## src/rtl/multicycle_mips.sv

```systemverilog
// Multi-cycle MIPS integer core: FETCH/DECODE/EXEC/MEM/WB sequencing with
// wait-state instruction/data handshakes and a sticky HALT trap.
module multicycle_mips #(
  parameter int unsigned DMEM_AW  = 7,
  parameter logic [31:0] RESET_PC = 32'h0000_0000,
  parameter int unsigned XLEN     = 32
) (
  input  logic               clk,
  input  logic               rst,
  output logic [31:0]        IR_addr,
  output logic               IR_req,
  input  logic [31:0]        IR,
  input  logic               IR_ready,
  output logic [DMEM_AW-1:0] A,
  output logic [XLEN-1:0]    Data2Mem,
  input  logic [XLEN-1:0]    ReadDataMem,
  output logic               CEN,
  output logic               WEN,
  output logic               OEN,
  input  logic               mem_ready,
  output logic               halted,
  output logic [2:0]         state_o
);
  typedef enum logic [2:0] {
    S_FETCH  = 3'd0,
    S_DECODE = 3'd1,
    S_EXEC   = 3'd2,
    S_MEM    = 3'd3,
    S_WB     = 3'd4,
    S_HALT   = 3'd5
  } state_t;

  localparam logic [5:0] OP_RTYPE = 6'h00, OP_J    = 6'h02, OP_JAL  = 6'h03,
                         OP_BEQ   = 6'h04, OP_BNE  = 6'h05, OP_ADDI = 6'h08,
                         OP_SLTI  = 6'h0A, OP_ANDI = 6'h0C, OP_ORI  = 6'h0D,
                         OP_LW    = 6'h23, OP_SW   = 6'h2B;
  localparam logic [5:0] F_SLL = 6'h00, F_SRL = 6'h02, F_JR  = 6'h08,
                         F_JALR = 6'h09, F_ADD = 6'h20, F_SUB = 6'h22,
                         F_AND = 6'h24, F_OR  = 6'h25, F_SLT = 6'h2A;

  state_t          state;
  logic [31:0]     pc, ir_q;
  logic [XLEN-1:0] regs [32];
  logic [XLEN-1:0] rs_val, rt_val, imm_q, alu_q, mdr;

  logic [5:0]  op, funct;
  logic [4:0]  rs, rt, rd, shamt;
  assign op    = ir_q[31:26];
  assign rs    = ir_q[25:21];
  assign rt    = ir_q[20:16];
  assign rd    = ir_q[15:11];
  assign shamt = ir_q[10:6];
  assign funct = ir_q[5:0];

  logic [31:0] pc_plus4, br_target, j_target;
  assign pc_plus4  = pc + 32'd4;
  assign br_target = pc_plus4 + {imm_q[29:0], 2'b00};
  assign j_target  = {pc_plus4[31:28], ir_q[25:0], 2'b00};

  logic legal;
  always_comb begin
    legal = 1'b0;
    case (op)
      OP_RTYPE: begin
        case (funct)
          F_SLL, F_SRL, F_JR, F_JALR, F_ADD, F_SUB, F_AND, F_OR, F_SLT: legal = 1'b1;
          default: legal = 1'b0;
        endcase
      end
      OP_J, OP_JAL, OP_BEQ, OP_BNE, OP_ADDI, OP_SLTI, OP_ANDI, OP_ORI,
      OP_LW, OP_SW: legal = 1'b1;
      default: legal = 1'b0;
    endcase
  end

  logic [XLEN-1:0] alu_res;
  always_comb begin
    alu_res = '0;
    case (op)
      OP_RTYPE: begin
        case (funct)
          F_ADD:   alu_res = rs_val + rt_val;
          F_SUB:   alu_res = rs_val - rt_val;
          F_AND:   alu_res = rs_val & rt_val;
          F_OR:    alu_res = rs_val | rt_val;
          F_SLT:   alu_res = XLEN'($signed(rs_val) < $signed(rt_val));
          F_SLL:   alu_res = rt_val << shamt;
          F_SRL:   alu_res = rt_val >> shamt;
          default: alu_res = '0;
        endcase
      end
      OP_ADDI, OP_LW, OP_SW: alu_res = rs_val + imm_q;
      OP_ANDI: alu_res = rs_val & imm_q;
      OP_ORI:  alu_res = rs_val | imm_q;
      OP_SLTI: alu_res = XLEN'($signed(rs_val) < $signed(imm_q));
      default: alu_res = '0;
    endcase
  end

  logic [4:0]      wb_dst;
  logic [XLEN-1:0] wb_data;
  assign wb_dst  = (op == OP_RTYPE) ? rd : rt;
  assign wb_data = (op == OP_LW) ? mdr : alu_q;

  always_ff @(posedge clk or posedge rst) begin
    if (rst) begin
      state  <= S_FETCH;
      pc     <= RESET_PC;
      ir_q   <= '0;
      rs_val <= '0;
      rt_val <= '0;
      imm_q  <= '0;
      alu_q  <= '0;
      mdr    <= '0;
      for (int unsigned i = 0; i < 32; i++) regs[i] <= '0;
    end else begin
      case (state)
        S_FETCH: begin
          if (IR_ready) begin
            ir_q  <= IR;
            state <= S_DECODE;
          end
        end
        S_DECODE: begin
          // r0 is never written, so a plain read returns zero for it
          rs_val <= regs[rs];
          rt_val <= regs[rt];
          if (op == OP_ANDI || op == OP_ORI) imm_q <= XLEN'(ir_q[15:0]);
          else                               imm_q <= XLEN'($signed(ir_q[15:0]));
          state  <= legal ? S_EXEC : S_HALT;
        end
        S_EXEC: begin
          alu_q <= alu_res;
          state <= S_WB;
          case (op)
            OP_BEQ, OP_BNE: begin
              pc    <= ((rs_val == rt_val) == (op == OP_BEQ)) ? br_target : pc_plus4;
              state <= S_FETCH;
            end
            OP_J: begin
              pc    <= j_target;
              state <= S_FETCH;
            end
            OP_JAL: begin
              pc       <= j_target;
              regs[31] <= XLEN'(pc_plus4);
              state    <= S_FETCH;
            end
            OP_LW, OP_SW: state <= (alu_res[1:0] != 2'b00) ? S_HALT : S_MEM;
            OP_RTYPE: begin
              if (funct == F_JR || funct == F_JALR) begin
                pc <= rs_val[31:0];
                if (funct == F_JALR && rd != 5'd0) regs[rd] <= XLEN'(pc_plus4);
                state <= S_FETCH;
              end
            end
            default: ;
          endcase
        end
        S_MEM: begin
          if (mem_ready) begin
            if (op == OP_LW) begin
              mdr   <= ReadDataMem;
              state <= S_WB;
            end else begin
              pc    <= pc_plus4;
              state <= S_FETCH;
            end
          end
        end
        S_WB: begin
          if (wb_dst != 5'd0) regs[wb_dst] <= wb_data;
          pc    <= pc_plus4;
          state <= S_FETCH;
        end
        default: state <= S_HALT;
      endcase
    end
  end

  // Fetch request is gated by rst so it is low for the whole reset interval
  assign IR_req   = (state == S_FETCH) && !rst;
  assign IR_addr  = pc;
  assign CEN      = (state != S_MEM);
  assign WEN      = !((state == S_MEM) && (op == OP_SW));
  assign OEN      = !((state == S_MEM) && (op == OP_LW));
  assign A        = alu_q[DMEM_AW+1:2];
  assign Data2Mem = rt_val;
  assign halted   = (state == S_HALT);
  assign state_o  = state;
endmodule

```

## config.mk

```make
export PLATFORM = sky130hd
export DESIGN_NAME = multicycle_mips
export DESIGN_NICKNAME = d
export VERILOG_FILES = /design/src/rtl/multicycle_mips.sv
export SDC_FILE = /design/constraint.sdc
export NUM_CORES = 2
export LEC_CHECK = 0
export CAP_MARGIN = 20
export CORE_UTILIZATION = 44
export CTS_CLUSTER_DIAMETER = 50
export DETAILED_ROUTE_END_ITERATION = 16
export DONT_BUFFER_PORTS = 1
export PLACE_DENSITY = 0.58
export SKIP_CTS_REPAIR_TIMING = 1
export SLEW_MARGIN = 10
export SYNTH_ARGS = -nofsm -noshare
export SYNTH_HDL_FRONTEND = slang
export SYNTH_SLANG_ARGS = --single-unit
export TNS_END_PERCENT = 30
```

## constraint.sdc

```tcl
create_clock -name clk -period 49 [get_ports clk]
set_input_delay 9.8 -clock clk [delete_from_list [all_inputs] [get_ports clk]]
set_output_delay 9.8 -clock clk [all_outputs]
set_load 0.03 [all_outputs]
```

==> run summary <==
Kind of critical path: in2out. The run gives 0.1412 mV as the worst IR drop on VDD. The number of flops mapped to enable cells by yosys works out to 0. Transition time at the pin with the least slew margin: 1.250 ns. The tools report the root buffer selected by CTS as clkbuf_16.

Once detail routing completed, the nets flagged for antenna violations numbered 0. At the placement stage, the worst setup path has a slack of 29.02 ns. The number of violations of the max-capacitance limit was 0; the share of final-layout standard cells stronger than drive strength 1 was 20.56%.

The run finished with clean final reports. The buffers plus inverters on the worst setup path was 1. The first routing iteration left 11.50k violations.

The worst path meets setup with 29.02 ns of slack. Counting every sink on the clock net gives 1236. Walking the worst path, the cells encountered are nor4_1 > buf_4. On the critical path, the stage with the largest delay is an instance of buf_4. Broken down by cell family, the worst path's largest delay share belongs to buffers and inverters. A synthesized cell averages 10.85 µm². The logs give 3.646 mW for the internal portion of total power and 147 for the top-level port count. Ranked by total cell area, the synthesized netlist is headed by dfrtp_1, mux4_2, a22o_1.

The area of the core was 187600 µm²; the aggregate global-route resource usage was 38.15%. The buffer depth of the longest clock path was 3; the synthesis-stage register bit count was 1236. The worst setup path is captured at a primary output. TritonCTS built the clock tree.

For the part of the power in combinational logic, the log shows 56.1%. Entering global routing, the biggest net connects 204 pins. Setup violations remaining at the end of the flow were counted as 0. Largest stage delay on the critical path: 0.21 ns. The cell row count is 159, and the remaining global-route overflow is 0.

For the final routed database, the setup TNS stands at 0 ns. During synthesis, Yosys emitted a total of 0 warnings. The sequential area share after synthesis is 37.23%, and the routed length per placed instance is 38.14 µm. For this run, the share of the core covered by cells in the final layout is 48.84%. Clock-pin slew was measured on the worst setup and hold paths at 0.05 ns.

The relative max-transition margin is 15.80%, and the number of nets in the layout is 7421. For this configuration, the core starts out at a cell density of 44.28%. Counting flops with an async set or reset pin after synthesis yields a share of 100.0%.

The depth of the CTS H-tree is 4, and the die outline area is 190600 µm². By count the netlist is led by dfrtp_1, o22ai_1, a22o_1. Setup repair after global routing left no endpoint under its margin. The leakage power is 37.03 nW. In this run, distinct cell masters in the synthesized netlist total 96.

The run gives 0 as the number of hold-slack violations in the final timing report. TritonCTS created 168 clock buffers. The via count of the first global-routing pass is 72.53k, and the layout-stage area growth over the synthesis result is 10.29%. The y dimension of the die was 436.5 µm; the required time of the worst setup path was 39.20 ns.

The run gives 8 as the first-pass iteration count of the detailed router. For the sum of internal, switching and leakage power, the log shows 7.110 mW. The path class of the tightest hold or removal check is reg2reg.

The run gives 0 as the max-slew violation count. After layout, the worst path uses 40.77% of the clock period. The setup check on the worst reg-to-reg path leaves a slack of 41.40 ns. The clock network is responsible for 18.0% of the overall power.

Counting every instance in the synthesized netlist gives 7654. Registers are responsible for 26.0% of the overall power. For the remaining design rule violation count, the log shows 0. The number of port buffers works out to 0. The first global-routing pass estimated 532.8 mm of wire. The data arrival at the endpoint of the critical path came out at 10.18 ns.

At the end of routability-driven placement, the weighted congestion stood at 0.9890. The net count after synthesis was 7948; the floorplan die width was 436.5 µm. Once detailed placement completed, the half-perimeter wirelength came to 231.7 mm. For this block, the routed nets add up to 372.3 mm of wire. The initial antenna violation count came out at 9.

The clock period could shrink to 19.98 ns. For the worst-skew pair, the clock arrives at the later sink with an insertion delay of 0.85 ns. Among all cell types in the netlist, the one instantiated most often is dfrtp_1. Summed over all nets, the switching power comes to 3.463 mW. Using the TritonRoute via totals, the vias-per-cell ratio works out to 7.687.

The area share of the largest cell type after synthesis is 37.23%, and the worst-case clock skew is 0.03763 ns. The cell area that synthesis handed to floorplanning was 83080 µm². Launching element type of the critical path: a primary input.

The power per cell area is 77.60 nW/µm². The largest total area in the synthesized netlist belongs to dfrtp_1. Derived from the worst setup path, the maximum achievable clock frequency is 50.06 MHz. In this run the worst path has a maximum fanout of 2. The switching power share of the total was 48.71%. In the synthesized netlist the dominant register cell turns out to be dfrtp_1. Summing over every cut layer, the via total after detailed routing is 75.04k.
==> power by group through the flow <==
stage               clock network (mW)  logic (mW)  registers [mW]
floorplan                            0        2.72            1.63
global placement                     0        3.79            1.82
detailed placement                   0        3.83            1.84
CTS                               1.28        3.85            1.82
global route                      1.32        4.14            1.88
finish                            1.28        3.99            1.85
==> final cells by class <==
class	count	area, µm²
Fill cell	16614	95980
Multi-Input combinational cell	5254	48410
Tap cell	2495	3122
Antenna cell	2	5.005
Timing Repair Buffer	292	2748
Clock inverter	84	905.9
Inverter	175	664.4
Sequential cell	1236	30970
Clock buffer	224	4801
==> cell usage in the layout, fill, tap and decap left out, types with 222 or more instances in the layout <==
cell / Yosys / routed
dfrtp_1: 1236 / 1222
buf_4: 14 / 259
nor2_1: 380 / 378
mux4_2: 698 / 698
nand2_1: 389 / 385
a21oi_1: 251 / 251
ha_1: 222 / 222
a22o_1: 912 / 912
o22ai_1: 917 / 916
o21ai_0: 283 / 283
==> per-layer routing <==
layer	wire, µm	global-route usage, %	up-vias
met2	165200	57.40	6013
met3	46550	11.39	1529
met4	28850	25.29	10
met5	61	0	-
li1	-	-	29296
met1	131700	47.53	38188
==> path summary, 6_finish.rpt <==
| path | from | to | depth (start not counted) |
|---|---|---|---|
| max reg2reg | ir_q[29] | regs[923] | 12 |
| min in group asynchronous | rst | mdr[8] | 1 |
| max in group asynchronous | rst | ir_q[24] | 5 |
| min reg2reg | regs[1013] | regs[1013] | 0 |
| min | regs[1013] | regs[1013] | 0 |
| max | rst | IR_req | 2 |
==> metrics by stage <==
stage,cell area [µm²],hold WS (ns),cells
2_1_floorplan,83080,0.4413,7654
3_3_place_gp,85300,0.3763,9428
3_5_place_dp,85590,0.3823,9440
4_1_cts,91300,0.3968,9748
5_1_grt,91620,0.4055,9761
6_report,91620,0.3937,9762
==> state kept, by name (all words and copies together), names as in the netlist <==
register and cells:
state_o 3, rs_val 32, IR_addr 32, Data2Mem 32
mdr 32, ir_q 32, alu_q 32, imm_q 17
regs 1024
==> cells by family (layout without fill, tap and decap cells) <==
| group | count (synthesis) | count (layout) | synth area share (%) |
|---|---|---|---|
| compound gates | 2948 | 2948 | 25.35 |
| buf+inv | 1164 | 775 | 5.746 |
| xor+xnor | 89 | 89 | 0.9383 |
| other cells | 0 | 2 | 0 |
| flops | 1236 | 1236 | 37.23 |
| fa+ha+maj | 226 | 226 | 3.440 |
| mux | 901 | 901 | 21.47 |
| simple gates | 1090 | 1090 | 5.829 |
(Power assumes the default switching activity.)
